[config.mk]
export PLATFORM = sky130hd
export DESIGN_NAME = gemm_tile_sequencer
export DESIGN_NICKNAME = d
export VERILOG_FILES = /design/src/rtl/gemm_tile_sequencer.sv
export SDC_FILE = /design/constraint.sdc
export NUM_CORES = 1
export LEC_CHECK = 0
export CAP_MARGIN = 0
export CORE_ASPECT_RATIO = 1.2
export CORE_UTILIZATION = 54
export DETAILED_ROUTE_END_ITERATION = 16
export PLACE_DENSITY = 0.82
export SLEW_MARGIN = 40
export SYNTH_ARGS = -nofsm -noshare
export SYNTH_HDL_FRONTEND = slang
export SYNTH_SLANG_ARGS = --single-unit
[constraint.sdc]
create_clock -name clk -period 3.11 [get_ports clk]
set_input_delay 0.622 -clock clk [delete_from_list [all_inputs] [get_ports clk]]
set_output_delay 0.622 -clock clk [all_outputs]
set_load 0.05 [all_outputs]
[src/rtl/gemm_tile_sequencer.sv]
// Per-tile GEMM scheduler: pops one config entry, loads B rows, streams A rows, drains the array, optionally stores C rows.
// Latency: POP 1 cycle, then one row per granted cycle, ARRAY_LAT drain cycles, FIN 1 cycle (done pulse).
// Backpressure: mem_req/mem_addr/mem_we held until mem_gnt; config consumed only from IDLE.
//
// Ports:
//   clk, rst            clock, synchronous active-high reset
//   conf_empty, tile_*  config buffer head (valid when conf_empty=0), msize/ksize/nsize, store, overwrite
//   read_all_buffers    one-cycle pop of the config buffers
//   mem_req/we/addr/gnt single req/gnt row port shared by B loads, A streaming and C stores
//   load_b_en           high while B rows are being requested
//   stream_a_en         high while A rows are being requested
//   acc_clear           one-cycle accumulator clear, coincides with the first STREAM_A cycle
//   ncols               latched, saturated nsize
//   busy, done          not idle / one-cycle tile completion pulse
module gemm_tile_sequencer #(
  parameter int DIM       = 16,
  parameter int ARRAY_LAT = 16
) (
  input  logic        clk,
  input  logic        rst,
  input  logic        conf_empty,
  input  logic [31:0] tile_A_addr,
  input  logic [31:0] tile_B_addr,
  input  logic [31:0] tile_C_addr,
  input  logic [31:0] tile_A_stride,
  input  logic [31:0] tile_B_stride,
  input  logic [4:0]  msize,
  input  logic [4:0]  ksize,
  input  logic [4:0]  nsize,
  input  logic        store,
  input  logic        overwrite,
  output logic        read_all_buffers,
  output logic        mem_req,
  output logic        mem_we,
  output logic [31:0] mem_addr,
  input  logic        mem_gnt,
  output logic        load_b_en,
  output logic        stream_a_en,
  output logic        acc_clear,
  output logic [4:0]  ncols,
  output logic        busy,
  output logic        done
);

  localparam int             CW     = $clog2(ARRAY_LAT + 1);
  localparam logic [CW-1:0]  LAT    = CW'(ARRAY_LAT);
  localparam logic [4:0]     DIM_SZ = 5'(DIM);

  typedef enum logic [2:0] {
    IDLE, POP, LOAD_B, STREAM_A, DRAIN, STORE, FIN
  } state_t;

  state_t        state;
  logic [31:0]   a_addr, c_addr, a_stride, b_stride;
  logic [4:0]    m_lat, k_lat;
  logic          store_lat, ow_lat;
  logic [4:0]    row;
  logic [CW-1:0] cnt;

  function automatic logic [4:0] sat(input logic [4:0] v);
    return (v > DIM_SZ) ? DIM_SZ : v;
  endfunction

  logic [4:0] m_in, k_in, n_in;
  assign m_in = sat(msize);
  assign k_in = sat(ksize);
  assign n_in = sat(nsize);

  // mem_addr doubles as the running row pointer: it only advances on a
  // grant, so it is naturally stable while a request is stalled.
  always_ff @(posedge clk) begin
    if (rst) begin
      state            <= IDLE;
      read_all_buffers <= 1'b0;
      mem_req          <= 1'b0;
      mem_we           <= 1'b0;
      mem_addr         <= '0;
      load_b_en        <= 1'b0;
      stream_a_en      <= 1'b0;
      acc_clear        <= 1'b0;
      ncols            <= '0;
      busy             <= 1'b0;
      done             <= 1'b0;
      a_addr           <= '0;
      c_addr           <= '0;
      a_stride         <= '0;
      b_stride         <= '0;
      m_lat            <= '0;
      k_lat            <= '0;
      store_lat        <= 1'b0;
      ow_lat           <= 1'b0;
      row              <= '0;
      cnt              <= '0;
    end else begin
      read_all_buffers <= 1'b0;
      acc_clear        <= 1'b0;
      done             <= 1'b0;
      case (state)
        IDLE: begin
          if (!conf_empty) begin
            state            <= POP;
            busy             <= 1'b1;
            read_all_buffers <= 1'b1;
          end
        end

        POP: begin
          a_addr    <= tile_A_addr;
          c_addr    <= tile_C_addr;
          a_stride  <= tile_A_stride;
          b_stride  <= tile_B_stride;
          m_lat     <= m_in;
          k_lat     <= k_in;
          ncols     <= n_in;
          store_lat <= store;
          ow_lat    <= overwrite;
          row       <= '0;
          mem_addr  <= tile_B_addr;
          // Zero sizes skip their phases; an all-zero tile goes straight to FIN.
          if (k_in != 5'd0) begin
            state     <= LOAD_B;
            mem_req   <= 1'b1;
            mem_we    <= 1'b0;
            load_b_en <= 1'b1;
          end else if (m_in != 5'd0) begin
            state       <= STREAM_A;
            mem_req     <= 1'b1;
            mem_we      <= 1'b0;
            mem_addr    <= tile_A_addr;
            stream_a_en <= 1'b1;
            acc_clear   <= overwrite;
          end else begin
            state <= FIN;
            done  <= 1'b1;
          end
        end

        LOAD_B: begin
          if (mem_gnt) begin
            if (row == k_lat - 5'd1) begin
              row       <= '0;
              load_b_en <= 1'b0;
              if (m_lat != 5'd0) begin
                // Request stays up: the first A row follows the last B row directly.
                state       <= STREAM_A;
                mem_addr    <= a_addr;
                stream_a_en <= 1'b1;
                acc_clear   <= ow_lat;
              end else begin
                state   <= FIN;
                mem_req <= 1'b0;
                done    <= 1'b1;
              end
            end else begin
              row      <= row + 5'd1;
              mem_addr <= mem_addr + b_stride;
            end
          end
        end

        STREAM_A: begin
          if (mem_gnt) begin
            if (row == m_lat - 5'd1) begin
              state       <= DRAIN;
              row         <= '0;
              mem_req     <= 1'b0;
              stream_a_en <= 1'b0;
              cnt         <= LAT;
            end else begin
              row      <= row + 5'd1;
              mem_addr <= mem_addr + a_stride;
            end
          end
        end

        DRAIN: begin
          cnt <= cnt - CW'(1);
          if (cnt == CW'(1)) begin
            if (store_lat) begin
              state    <= STORE;
              mem_addr <= c_addr;
              row      <= '0;
              mem_req  <= 1'b1;
              mem_we   <= 1'b1;
            end else begin
              state <= FIN;
              done  <= 1'b1;
            end
          end
        end

        STORE: begin
          if (mem_gnt) begin
            if (row == m_lat - 5'd1) begin
              state   <= FIN;
              row     <= '0;
              mem_req <= 1'b0;
              mem_we  <= 1'b0;
              done    <= 1'b1;
            end else begin
              row      <= row + 5'd1;
              // C rows share the B stride.
              mem_addr <= mem_addr + b_stride;
            end
          end
        end

        FIN: begin
          state <= IDLE;
          busy  <= 1'b0;
        end

        default: begin
          state <= IDLE;
          busy  <= 1'b0;
        end
      endcase
    end
  end

endmodule

==> reports/results.ini <==
[route]
wl_met3_mm = 3.81
final_antenna_net_count = 0
wl_per_cell_um = 19.0
highest_layer = met5
wl_met1_mm = 16.6
drt_iter0_drc = 1295
met2_length_mm = 18.6
num_vias = 13073
route.detailed.drc = 0
detail_route.wirelength_mm = 40.5
drt_pre_antenna_iters = 6
routed_via_density = 6.13

[die]
die_h_um = 167
row_count = 60
die_w_um = 139
start_util_pct = 54.9
die_area_um2 = 23300
core_um2 = 22300
ioPinCount = 226

[hold_path]
hold_class = reg2reg
whs_endpoint = ncols[3]$_SDFFE_PP0P_
min_from = ncols[3]$_SDFFE_PP0P_
min_path_cells = 2

[worst_setup_path]
start_kind = flip-flop
crit_fanout = 4
r2r_end = mem_addr[28]$_SDFFE_PP0P_
crit_path_end_kind = flip-flop
cp.required_ns = 3.48
reg2reg_from = mem_addr[0]$_SDFFE_PP0P_
r2r_slack_ns = 0.12
reg2regPathDepth = 11
critPathKind = reg2reg
critPathArrivalTime_ns = 3.35

[sta]
relSlewSlack_pct = 50.8
fmax_mhz = 335
finalWorstSetupSlack_ns = 0.123
finalCriticalPeriod_ns = 2.99
tightest_slew_ns = 0.736
drv_slew = 0
hold_viol = 0
finalSetupViolCount = 0
finalCritPeriodShare_pct = 96.0
fin_skew_ns = 0.0146

[cells_and_area]
multi_input_area_um2 = 7770
nets = 2091
drive_above_1_share_pct = 6.69
n_fill_cell = 1878
area_growth_pct = 26.8
fin_area_um2 = 15500
fin_util_pct = 69.6
n_antenna_cell = 0
seq_area_um2 = 3970
stdcell_count = 2132

[logic_synthesis]
synth-main-ff-cell = dfxtp_1
yosys_register_bits = 198
synth_cell_types = 81
syn_area_um2 = 12200
synth_cells = 1650
yosysTopAreaCell = dfxtp_1
yosysSeqAreaShare_pct = 32.4
synth_top_area_share_pct = 32.4
synth_edf_count = 0
syn_nets = 1900
async_flop_share_pct = 0
synthTopCellsByArea = dfxtp_1 (32%), nand2_1 (12%), a21oi_1 (11%)
syn_avg_cell_area_um2 = 7.42
ys_warn_count = 0

[clock_tree]
cts_max_level = 4
cts_hold_buf = 0
cts_tree = done
cts_buffers = 17
ctsRootBufferMaster = clkbuf_16
clk_pin_slew_ns = 0.08
clockBufferDepth = 2
cts_setup_buffers = 0
cts_sinks = 198
clock_latency_ns = 0.45
cts_resized = 0

[global_route]
antenna_found_initial = 1
grt_max_degree = 89
grt-ovfl-total = 0
grt_pass1_vias = 12275
grt_pass1_wl_mm = 63.5
grt_usage_pct = 34.5

[placed_design]
placed_area_um2 = 14900
gp_congestion = 0.957
io_buffers = 225
placedCellCount = 2101
hpwl_mm = 30.4
preCtsSetupSlack_ns = -0.0919

[power_and_ir_drop]
worst_ir_drop_vdd_mv = 0.649
p_leak_nw = 6.05
p_total_mw = 13.6
power_density_nw_per_um2 = 876

[run_status]
status = finished clean

[run]
maxCapViolCount = 0

-- routing by layer --
metal	track usage (%)	vias to the layer above
li1	-	6298
met4	13.6	2
met1	44.5	6054
met3	6.56	97
met5	0	-
met2	56.5	622
-- kinds of logic (layout without fill, tap and decap cells) --
group                    after synthesis  in the layout  synth area share, %
AO/OA/AOI/OAI                        550            550                 28.3
XOR/XNOR                              52             52                 3.72
adder cells (fa/ha/maj)               69             69                 7.18
buffers and inverters                134            337                 4.39
flip-flops                           198            198                 32.4
multiplexers                          17             17                 1.45
AND/OR/NAND/NOR                      630            630                 22.6
-- state kept, by name (all words and copies together), names as in the netlist --
name,flops
mem_addr,32
c_addr,32
k_lat,5
load_b_en,1
read_all_buffers,1
state,3
m_lat,5
done,1
mem_we,1
a_stride,32
store_lat,1
ow_lat,1
ncols,5
stream_a_en,1
busy,1
b_stride,32
a_addr,32
mem_req,1
cnt,5
acc_clear,1
row,5
-- report_power, final --
part	internal [mW]	leakage, nW	switching, mW
Combinational	2.69	4.13	4.69
Clock	1.16	0.295	1.14
Sequential	3.23	1.62	0.699
-- placed cells by master, fill, tap and decap left out, drive strengths merged, types with 13 or more instances in the layout --
| cell type | instances |
|---|---|
| a31oi | 30 |
| a211oi | 17 |
| nor2 | 71 |
| inv | 33 |
| clkdlybuf4s50 | 224 |
| a21oi | 259 |
| nand3 | 23 |
| dfxtp | 198 |
| nand4 | 13 |
| ha | 67 |
| xor2 | 21 |
| nor3 | 29 |
| a221oi | 19 |
| nand3b | 15 |
| clkbuf | 17 |
| o211ai | 13 |
| a21o | 30 |
| nor2b | 13 |
| buf | 56 |
| xnor2 | 31 |
| o21ai | 78 |
| nand2 | 403 |
-- synthesized netlist by cell type, types with 12 or more instances --
cell and count:
a31oi_1 29, nand3_1 23, a221o_1 12, dfxtp_1 198, nor2_1 71, a21o_1 30
a221oi_1 18, inv_1 24, ha_1 67, a211oi_1 16, o211ai_1 13, buf_2 26
clkbuf_1 73, nor2b_1 13, nand2_1 403, nand4_1 13, a21oi_1 258, nor3_1 28
o21ai_0 73, xnor2_1 31, nand3b_1 15, xor2_1 21
-- worst max-delay path: stages, from the launching register on --
cell	delay (ns)
dfxtp_2	0.36
ha_1	0.21
inv_1	0.07
fa_1	0.41
nor2b_1	0.16
o31a_1	0.24
o31ai_1	0.13
o2111ai_1	0.32
and3_1	0.31
o21ai_0	0.18
a211o_1	0.36
a31oi_1	0.17
-- metrics by stage --
stage / hold slack, ns / setup TNS (ns)
after floorplan: 0.434 / 0
after global placement: 0.442 / -0.0583
after detailed placement: 0.446 / -0.251
after CTS: 0.457 / 0
after global routing: 0.477 / -0.000375
final: 0.456 / 0
-- how the worst max path moves through the flow --
stage,from,to,slack (ns)
global route,mem_addr[0]$_SDFFE_PP0P_,mem_addr[24]$_SDFFE_PP0P_,-0.0004
global placement,msize[1],mem_addr[28]$_SDFFE_PP0P_,-0.05
finish,mem_addr[0]$_SDFFE_PP0P_,mem_addr[28]$_SDFFE_PP0P_,0.12
detailed placement,msize[1],mem_addr[28]$_SDFFE_PP0P_,-0.09
floorplan,mem_addr[0]$_SDFFE_PP0P_,mem_addr[24]$_SDFFE_PP0P_,0.05
CTS,mem_addr[0]$_SDFFE_PP0P_,mem_addr[26]$_SDFFE_PP0P_,0.10
-- layout make-up --
class                   count  share of cell area [%]
clock buffers              17                    2.74
flip-flops and latches    198                    25.6
clock inverters            14                    1.19
well taps                 279                    2.25
multi-input cells        1318                    50.1
inverters                  26                   0.629
repair buffers            280                    17.6
Power figures use the tool's default switching activity.
